File: src/rtl/axi_lite_pkg.sv
// Shared AXI4-Lite definitions for the register-file slave.
// Holds response encodings, bus widths, the W-channel payload layout and a
// byte-strobe merge helper used when committing a write.
package axi_lite_pkg;

    localparam int unsigned AXI_RESP_W = 2;
    localparam int unsigned AXI_DATA_W = 32;
    localparam int unsigned AXI_STRB_W = AXI_DATA_W / 8;

    localparam logic [AXI_RESP_W-1:0] RESP_OKAY   = 2'b00;
    localparam logic [AXI_RESP_W-1:0] RESP_EXOKAY = 2'b01;
    localparam logic [AXI_RESP_W-1:0] RESP_SLVERR = 2'b10;

    // One W-channel beat as held in the write-data slot.
    typedef struct packed {
        logic [AXI_STRB_W-1:0] strb;
        logic [AXI_DATA_W-1:0] data;
    } w_beat_t;

    // Replace only the bytes of cur whose strobe bit is set.
    function automatic logic [AXI_DATA_W-1:0] apply_wstrb(
        input logic [AXI_DATA_W-1:0] cur,
        input logic [AXI_DATA_W-1:0] wdata,
        input logic [AXI_STRB_W-1:0] strb
    );
        logic [AXI_DATA_W-1:0] res;
        res = cur;
        for (int k = 0; k < int'(AXI_STRB_W); k++) begin
            if (strb[k]) begin
                res[8*k +: 8] = wdata[8*k +: 8];
            end
        end
        return res;
    endfunction

endpackage

File: src/rtl/axi_lite_slot.sv
// One-entry, valid-tagged holding register.
// Ports:
//   clk   - clock, rising edge
//   rst   - synchronous active-high reset, empties the slot
//   load  - capture d and mark the slot full
//   clear - mark the slot empty (payload is left as-is)
//   d     - payload to capture
//   full  - slot holds a payload
//   q     - held payload
module axi_lite_slot
    import axi_lite_pkg::*;
#(
    parameter int unsigned W = 8
) (
    input  logic         clk,
    input  logic         rst,
    input  logic         load,
    input  logic         clear,
    input  logic [W-1:0] d,
    output logic         full,
    output logic [W-1:0] q
);

    // Load only happens when empty and clear only when full, so they never collide.
    always_ff @(posedge clk) begin
        if (rst) begin
            full <= 1'b0;
            q    <= '0;
        end else if (load) begin
            full <= 1'b1;
            q    <= d;
        end else if (clear) begin
            full <= 1'b0;
        end
    end

endmodule

File: src/rtl/axi_lite_regfile_slave.sv
// AXI4-Lite slave exposing NUM_REGS 32-bit read/write registers.
// Write address and write data are captured independently into one-entry
// slots; the write commits once both slots are full and no write response is
// pending. Reads are single-outstanding and return the value held before the
// accepting edge. Unmapped indices respond SLVERR (reads return zero).
// Ports:
//   S_AXI_ACLK, S_AXI_ARESET        - clock, synchronous active-high reset
//   S_AXI_AW*, S_AXI_W*, S_AXI_B*   - write address / data / response channels
//   S_AXI_AR*, S_AXI_R*             - read address / data channels
//   regs_o                          - all register contents, reg i at [32i+31:32i]
module axi_lite_regfile_slave
    import axi_lite_pkg::*;
#(
    parameter int unsigned C_S_AXI_DATA_WIDTH = 32,
    parameter int unsigned C_S_AXI_ADDR_WIDTH = 5,
    parameter int unsigned NUM_REGS           = 4
) (
    input  logic                                   S_AXI_ACLK,
    input  logic                                   S_AXI_ARESET,

    input  logic [C_S_AXI_ADDR_WIDTH-1:0]          S_AXI_AWADDR,
    input  logic [2:0]                             S_AXI_AWPROT,
    input  logic                                   S_AXI_AWVALID,
    output logic                                   S_AXI_AWREADY,

    input  logic [C_S_AXI_DATA_WIDTH-1:0]          S_AXI_WDATA,
    input  logic [C_S_AXI_DATA_WIDTH/8-1:0]        S_AXI_WSTRB,
    input  logic                                   S_AXI_WVALID,
    output logic                                   S_AXI_WREADY,

    output logic [AXI_RESP_W-1:0]                  S_AXI_BRESP,
    output logic                                   S_AXI_BVALID,
    input  logic                                   S_AXI_BREADY,

    input  logic [C_S_AXI_ADDR_WIDTH-1:0]          S_AXI_ARADDR,
    input  logic [2:0]                             S_AXI_ARPROT,
    input  logic                                   S_AXI_ARVALID,
    output logic                                   S_AXI_ARREADY,

    output logic [C_S_AXI_DATA_WIDTH-1:0]          S_AXI_RDATA,
    output logic [AXI_RESP_W-1:0]                  S_AXI_RRESP,
    output logic                                   S_AXI_RVALID,
    input  logic                                   S_AXI_RREADY,

    output logic [NUM_REGS*C_S_AXI_DATA_WIDTH-1:0] regs_o
);

    localparam int unsigned ADDR_W = C_S_AXI_ADDR_WIDTH;
    localparam int unsigned DATA_W = C_S_AXI_DATA_WIDTH;
    localparam int unsigned IDX_W  = ADDR_W - 2;
    localparam int unsigned BEAT_W = $bits(w_beat_t);

    logic [DATA_W-1:0] regs_q [NUM_REGS];

    // ------------------------------------------------------------------
    // Write address / data slots
    // ------------------------------------------------------------------
    logic              aw_full;
    logic [ADDR_W-1:0] aw_addr_q;
    logic              w_full;
    w_beat_t           w_beat_q;
    w_beat_t           w_beat_in_c;
    logic              aw_load_c;
    logic              w_load_c;
    logic              commit_c;

    // READY depends only on slot state and reset, never on VALID.
    assign S_AXI_AWREADY = ~aw_full & ~S_AXI_ARESET;
    assign S_AXI_WREADY  = ~w_full  & ~S_AXI_ARESET;

    assign aw_load_c = S_AXI_AWVALID & S_AXI_AWREADY;
    assign w_load_c  = S_AXI_WVALID  & S_AXI_WREADY;

    // A pending B response blocks the commit; full slots then backpressure.
    assign commit_c = aw_full & w_full & ~S_AXI_BVALID;

    assign w_beat_in_c = '{strb: S_AXI_WSTRB, data: S_AXI_WDATA};

    axi_lite_slot #(.W(ADDR_W)) u_aw_slot (
        .clk   (S_AXI_ACLK),
        .rst   (S_AXI_ARESET),
        .load  (aw_load_c),
        .clear (commit_c),
        .d     (S_AXI_AWADDR),
        .full  (aw_full),
        .q     (aw_addr_q)
    );

    axi_lite_slot #(.W(BEAT_W)) u_w_slot (
        .clk   (S_AXI_ACLK),
        .rst   (S_AXI_ARESET),
        .load  (w_load_c),
        .clear (commit_c),
        .d     (w_beat_in_c),
        .full  (w_full),
        .q     (w_beat_q)
    );

    // ------------------------------------------------------------------
    // Address decode (byte offset bits are ignored)
    // ------------------------------------------------------------------
    logic [IDX_W-1:0] wr_idx_c;
    logic [IDX_W-1:0] rd_idx_c;
    logic             wr_mapped_c;
    logic             rd_mapped_c;

    assign wr_idx_c    = aw_addr_q[ADDR_W-1:2];
    assign rd_idx_c    = S_AXI_ARADDR[ADDR_W-1:2];
    assign wr_mapped_c = 32'(wr_idx_c) < NUM_REGS;
    assign rd_mapped_c = 32'(rd_idx_c) < NUM_REGS;

    // ------------------------------------------------------------------
    // Register array
    // ------------------------------------------------------------------
    always_ff @(posedge S_AXI_ACLK) begin
        if (S_AXI_ARESET) begin
            for (int i = 0; i < int'(NUM_REGS); i++) begin
                regs_q[i] <= '0;
            end
        end else if (commit_c) begin
            for (int i = 0; i < int'(NUM_REGS); i++) begin
                if (wr_idx_c == IDX_W'(i)) begin
                    regs_q[i] <= apply_wstrb(regs_q[i], w_beat_q.data, w_beat_q.strb);
                end
            end
        end
    end

    for (genvar g = 0; g < int'(NUM_REGS); g++) begin : g_regs_out
        assign regs_o[g*DATA_W +: DATA_W] = regs_q[g];
    end

    // ------------------------------------------------------------------
    // Write response channel
    // ------------------------------------------------------------------
    always_ff @(posedge S_AXI_ACLK) begin
        if (S_AXI_ARESET) begin
            S_AXI_BVALID <= 1'b0;
            S_AXI_BRESP  <= RESP_OKAY;
        end else if (commit_c) begin
            S_AXI_BVALID <= 1'b1;
            S_AXI_BRESP  <= wr_mapped_c ? RESP_OKAY : RESP_SLVERR;
        end else if (S_AXI_BVALID && S_AXI_BREADY) begin
            S_AXI_BVALID <= 1'b0;
        end
    end

    // ------------------------------------------------------------------
    // Read channel
    // ------------------------------------------------------------------
    logic              ar_hs_c;
    logic [DATA_W-1:0] rd_word_c;

    assign S_AXI_ARREADY = ~S_AXI_RVALID & ~S_AXI_ARESET;
    assign ar_hs_c       = S_AXI_ARVALID & S_AXI_ARREADY;

    // Unmapped indices fall through to zero.
    always_comb begin
        rd_word_c = '0;
        for (int i = 0; i < int'(NUM_REGS); i++) begin
            if (rd_idx_c == IDX_W'(i)) begin
                rd_word_c = regs_q[i];
            end
        end
    end

    // Sampling regs_q here yields the pre-commit value on a same-edge write.
    always_ff @(posedge S_AXI_ACLK) begin
        if (S_AXI_ARESET) begin
            S_AXI_RVALID <= 1'b0;
            S_AXI_RDATA  <= '0;
            S_AXI_RRESP  <= RESP_OKAY;
        end else if (ar_hs_c) begin
            S_AXI_RVALID <= 1'b1;
            S_AXI_RDATA  <= rd_word_c;
            S_AXI_RRESP  <= rd_mapped_c ? RESP_OKAY : RESP_SLVERR;
        end else if (S_AXI_RVALID && S_AXI_RREADY) begin
            S_AXI_RVALID <= 1'b0;
        end
    end

    // Protection bits and byte offsets carry no meaning for this block.
    logic unused_bits;
    assign unused_bits = ^{S_AXI_AWPROT, S_AXI_ARPROT, aw_addr_q[1:0], S_AXI_ARADDR[1:0]};

endmodule

File: config.mk
export PLATFORM = sky130hd
export DESIGN_NAME = axi_lite_regfile_slave
export DESIGN_NICKNAME = d
export VERILOG_FILES = /design/src/rtl/axi_lite_pkg.sv /design/src/rtl/axi_lite_slot.sv /design/src/rtl/axi_lite_regfile_slave.sv
export SDC_FILE = /design/constraint.sdc
export NUM_CORES = 1
export LEC_CHECK = 0
export ABC_AREA = 1
export BUFFER_PORTS_ARGS = -buffer_cell sky130_fd_sc_hd__buf_2
export CORE_ASPECT_RATIO = 0.5
export CORE_MARGIN = 5
export CORE_UTILIZATION = 55
export CTS_BUF_LIST = sky130_fd_sc_hd__clkbuf_4
export CTS_CLUSTER_DIAMETER = 40
export CTS_CLUSTER_SIZE = 30
export DETAILED_ROUTE_END_ITERATION = 7
export PLACE_DENSITY = 0.83
export SLEW_MARGIN = 10
export SYNTH_ARGS = -nofsm -noshare
export SYNTH_HDL_FRONTEND = slang
export SYNTH_SLANG_ARGS = --single-unit
File: constraint.sdc
create_clock -name S_AXI_ACLK -period 2.05 [get_ports S_AXI_ACLK]
set_clock_uncertainty 0.05 [all_clocks]
set_input_delay 0.205 -clock S_AXI_ACLK [delete_from_list [all_inputs] [get_ports S_AXI_ACLK]]
set_output_delay 0.205 -clock S_AXI_ACLK [all_outputs]
set_load 0.02 [all_outputs]
* Word level (Yosys, flattened, before mapping) *
Memories as Yosys holds them, arrays and structs flattened.
Cells that the tools add are included.

storage, ports and cells
  register bits = 81
  input port bits = 59
  memories = 1
  bits in writable memories = 128
  output and inout port bits = 169
  word-level logic and storage cells = 142

memory list
  name    words  width  rd ports  clocked after memory_dff  wr ports  line                          text
  regs_q  4      32     4         0                         4         axi_lite_regfile_slave.sv:53  logic [DATA_W-1:0] regs_q [NUM_REGS];

operators by class
  reductions and logical operators = 8
  equality and inequality tests = 6
  muxes and demuxes = 99
  $lt $le $gt $ge = 2
  bitwise gates (word level) = 17

operators with widths
  kind                                                             count
  8-bit 2-to-1 mux                                                 64
  32-bit 2-to-1 mux                                                8
  1-bit 2-to-1 mux                                                 25
  3-bit by 2-bit == test with 1-bit output, second input constant  4
  1-bit bitwise AND                                                8
  2-bit nonzero test                                               4
  3-bit by 1-bit == test with 1-bit output, second input constant  2
  3-bit logical NOT                                                2
  3-bit < comparator, second input constant                        2
  1-bit NOT                                                        5
  2-bit 2-to-1 mux                                                 2
  1-bit bitwise OR                                                 4
  1-bit logical AND                                                2

* Depth between registers and ports, before layout *
  depth in word-level cells = 6
  mapped depth = 7
  gate-level depth less buffers = 6

* Modules after synthesis *
Synthesis repeated with hierarchy kept, for this count alone.

unflattened totals
  cells, all modules = 941
  area, all modules = 9022.4 um^2

by module, submodules not included
  module                     area each (um^2)  cells an instance  sequential area each (um^2)  instances
  axi_lite_regfile_slave     7388.3            755                4564.4                       1
  axi_lite_slot (u_w_slot)   1427.6            160                740.7                        1
  axi_lite_slot (u_aw_slot)  206.4             26                 120.1                        1

* Worst setup path before layout *
No wires, ideal clock.

  kind = register -> register
  start = register S_AXI_BVALID
  end = memory regs_q[2][0] (netlist bit), enable pin
  library setup time = 0.374 ns
  stages on the path, launching flop included = 6
  setup slack = 0.358 ns
  data arrival time = 1.268 ns
  data required time = 1.626 ns
  period minus slack after synthesis = 1.692 ns
  path buffers = 0
  path through = dfxtp_1 -> nor2_2 -> nand2_2 -> clkinv_4 -> nand3_4 -> o21ai_1

RTL lines
  what                      line                           text
  start: declaration        axi_lite_regfile_slave.sv:32   output logic S_AXI_BVALID,
  start signal: assignment  axi_lite_regfile_slave.sv:138  S_AXI_BVALID <= 1'b0;
  start signal: assignment  axi_lite_regfile_slave.sv:141  S_AXI_BVALID <= 1'b1;
  start signal: assignment  axi_lite_regfile_slave.sv:144  S_AXI_BVALID <= 1'b0;
  end: declaration          axi_lite_regfile_slave.sv:53

* Final worst setup path *
  start = register u_aw_slot.full
  end = register u_aw_slot.q[3]

between the ends
  word-level cells in the longest chain between the ends = 3

RTL lines
  what                      line                          text
  start: declaration        axi_lite_slot.sv:20           output logic full,
  start signal: assignment  axi_lite_slot.sv:27           full <= 1'b0;
  start signal: assignment  axi_lite_slot.sv:30           full <= 1'b1;
  start signal: assignment  axi_lite_slot.sv:33           full <= 1'b0;
  1-bit NOT                 axi_lite_regfile_slave.sv:68  assign S_AXI_AWREADY = ~aw_full & ~S_AXI_ARESET;
  1-bit bitwise AND         axi_lite_regfile_slave.sv:68
  1-bit bitwise AND         axi_lite_regfile_slave.sv:71  assign aw_load_c = S_AXI_AWVALID & S_AXI_AWREADY;
  end signal: assignment    axi_lite_slot.sv:28           q <= '0;
  end signal: assignment    axi_lite_slot.sv:31           q <= d;
  end: declaration          axi_lite_slot.sv:21           output logic [W-1:0] q

No other way between the ends.
A chain may end at the register's enable or synchronous reset.

==> reports/metrics.yaml <==
outcome:
  status: "finished, final reports clean"
route:
  wl_per_cell_um: 18.9
  drt_pass1_iterations: 5
  postRouteAntennaNets: 0
  routed-via-count: 7697
  first_iter_violations: 865
  drc_errors: 0
  viasPerCell: 5.66
  drt-total-wl_mm: 25.7
finish:
  layout.cells.non_filler: 1361
  final_util_pct: 69.0
  drive_above_1_share_pct: 27.8
  area_growth_pct: 22.7
  final_cell_area_mm2: 0.0107
  final_nets: 1205
synth:
  postSynthCellCount: 893
  postSynthAreaPerCell_um2: 9.73
  synth_seq_area_share_pct: 62.0
  netlist_area_mm2: 0.00869
  yosysUniqueCellTypes: 24
  ys.warnings.count: 0
  ys_ff_latch: 205
floorplan:
  io_pins: 228
  std_cell_rows: 32
  dieArea_mm2: 0.0186
  die_width_um: 188
  die_y_um: 98.9
  coreArea_mm2: 0.0155
  start_util_pct: 56.2
grt:
  grt_pass1_wl_mm: 39.9
  overflow: 0
  antenna_found_initial: 2
  grt_max_degree: 68
  first_global_vias: 7534
  grt_usage_pct: 26.8
clocking:
  cts_tree: "done"
  numClockSinks: 205
  clkTransAtPathRegs_ns: 0.19
  ctsLongestPathBuffers: 3
  clk_latency_ns: 0.64
  clockRootBuffer: "clkbuf_4"
  numCtsBuffers: 16
  post_cts_buffers: 0
  cts.htree.levels: 1
placed_design:
  place.gp.congestion: 0.822
  dp_hpwl_mm: 17.0
  place_inst: 1284
  io_buffers: 215
  postPlaceCellArea_mm2: 0.00991
sta:
  fmax_ghz: 0.514
  max-slew-margin-rel_pct: 35.7
  tightest_slew_ns: 0.962
  hold_viol: 0
  rsz0062_at_grt: "false"
  slew_viol_final: 0
  setup-violations-final: 0
  tns_ns: 0
  post-route-min-period_ns: 1.95
  min_period_over_period_pct: 94.9
worst_hold_path:
  hold_path_depth: 5
  hold_class: "in2reg"
worst_setup_path:
  cp-end-kind: "register"
  cp.required_ns: 2.60
  critPathLaunchType: "register"
  critPathArrivalTime_ns: 2.50
  critical_path_class: "reg2reg"
  crit_fanout: 4
  reg2reg_depth: 5
power:
  p_per_area_mw_per_mm2: 731
  power.static_leakage_uw: 0.00455
  irDropWorstVdd_uv: 573
  total_power_uw: 7790
run:
  drv_cap: 0
-- cells by family after synthesis --
kind of cell | after synthesis | synth area share [%]
and+or+nand+nor | 408 | 21.3
DFF | 205 | 62.0
AOI/OAI and AO/OA | 164 | 9.47
buffers and inverters | 115 | 7.20
other | 1 | 0.0431
-- synth_stat cells --
cell type | number | area [um2]
edfxtp_1 | 128 | 3840
o21ai_0 | 8 | 40.0
clkbuf_1 | 8 | 30.0
buf_4 | 8 | 60.1
nand3_4 | 5 | 87.6
nand4_1 | 32 | 200
inv_2 | 7 | 26.3
nor2_1 | 177 | 664
buf_2 | 37 | 185
o31ai_1 | 1 | 7.51
nand2_1 | 101 | 379
nand3_1 | 65 | 325
nor2_4 | 2 | 22.5
nor3b_2 | 2 | 25.0
o21ai_1 | 83 | 415
a21oi_1 | 72 | 360
nor2_2 | 22 | 138
clkinv_1 | 1 | 3.75
dfxtp_1 | 77 | 1540
inv_1 | 38 | 143
nand2_2 | 2 | 12.5
clkinv_4 | 1 | 8.76
conb_1 | 1 | 3.75
buf_6 | 15 | 169
-- routing by layer --
metal | share of wire, % | track usage [%] | up-vias
met5 | 0.043 | 0 | -
met4 | 2.9 | 8.29 | 2
met3 | 12 | 6.51 | 87
met2 | 48 | 45.0 | 494
met1 | 37 | 34.7 | 3572
li1 | - | - | 3542
-- worst paths after layout --
check                              startpoint                           end  slack, ns
hold reg to reg   S_AXI_RDATA[4]$_SDFFE_PP0P_   S_AXI_RDATA[4]$_SDFFE_PP0P_       0.43
setup / recovery  u_aw_slot.full$_SDFFE_PP0P_   u_aw_slot.q[3]$_SDFFE_PP0P_       0.10
hold / removal                  S_AXI_ARVALID  S_AXI_RDATA[20]$_SDFFE_PP0P_       0.06
setup reg to reg  u_aw_slot.full$_SDFFE_PP0P_   u_aw_slot.q[3]$_SDFFE_PP0P_       0.10
-- critical path: stages, from the launching register on --
cell and delay [ns]:
dfxtp_1 0.40, nor3b_4 0.23, nand2_1 0.07, dlygate4sd3_1 0.55, o21ai_0 0.07, dlygate4sd3_1 0.55
-- layout by cell type (no fill, tap or decap), drive strengths merged, types with 48 or more instances in the layout --
master | Yosys | layout
buf | 60 | 254
dfxtp | 77 | 77
nand3 | 70 | 70
nor2 | 201 | 201
o21ai | 91 | 91
edfxtp | 128 | 128
a21oi | 72 | 72
nand2 | 103 | 103
inv | 45 | 48
dlygate4sd3 | 0 | 48
-- power by group --
| part | internal, uW | switching, uW |
|---|---|---|
| sequential | 4550 | 97.1 |
| clock | 732 | 1370 |
| combinational | 337 | 711 |
-- repair_timing --
item / in CTS / in global routing
hold buffers: 48 / 0
resized for setup: 0 / 1
endpoints found under the hold margin: 51 / 0
setup endpoints to repair: 0 / 1
-- final cells by class --
| cell class | instances | area [um2] |
|---|---|---|
| diodes | 1 | 2.50 |
| clock buffers | 18 | 135 |
| clock inverters | 10 | 124 |
| fillers | 1207 | 4790 |
| inverters | 47 | 181 |
| multi-input cells | 574 | 2690 |
| flip-flops and latches | 205 | 5390 |
| well taps | 204 | 255 |
| repair buffers | 302 | 1890 |
-- sequential cells by signal, summed over array words and instances (netlist names) --
name,flops
S_AXI_RVALID,1
u_w_slot.full,1
regs_q,128
S_AXI_BVALID,1
u_aw_slot.q,3
S_AXI_RDATA,32
u_w_slot.q,36
S_AXI_RRESP,1
u_aw_slot.full,1
S_AXI_BRESP,1
-- through the flow --
stage	setup WS, ns	hold WS (ns)
floorplan	0.358	0.266
global placement	0.267	0.348
detailed placement	0.210	0.356
CTS	0.0940	0.0207
global route	0.00958	0.0489
finish	0.104	0.0561
Note: power is estimated with default switching activity, not from simulation.
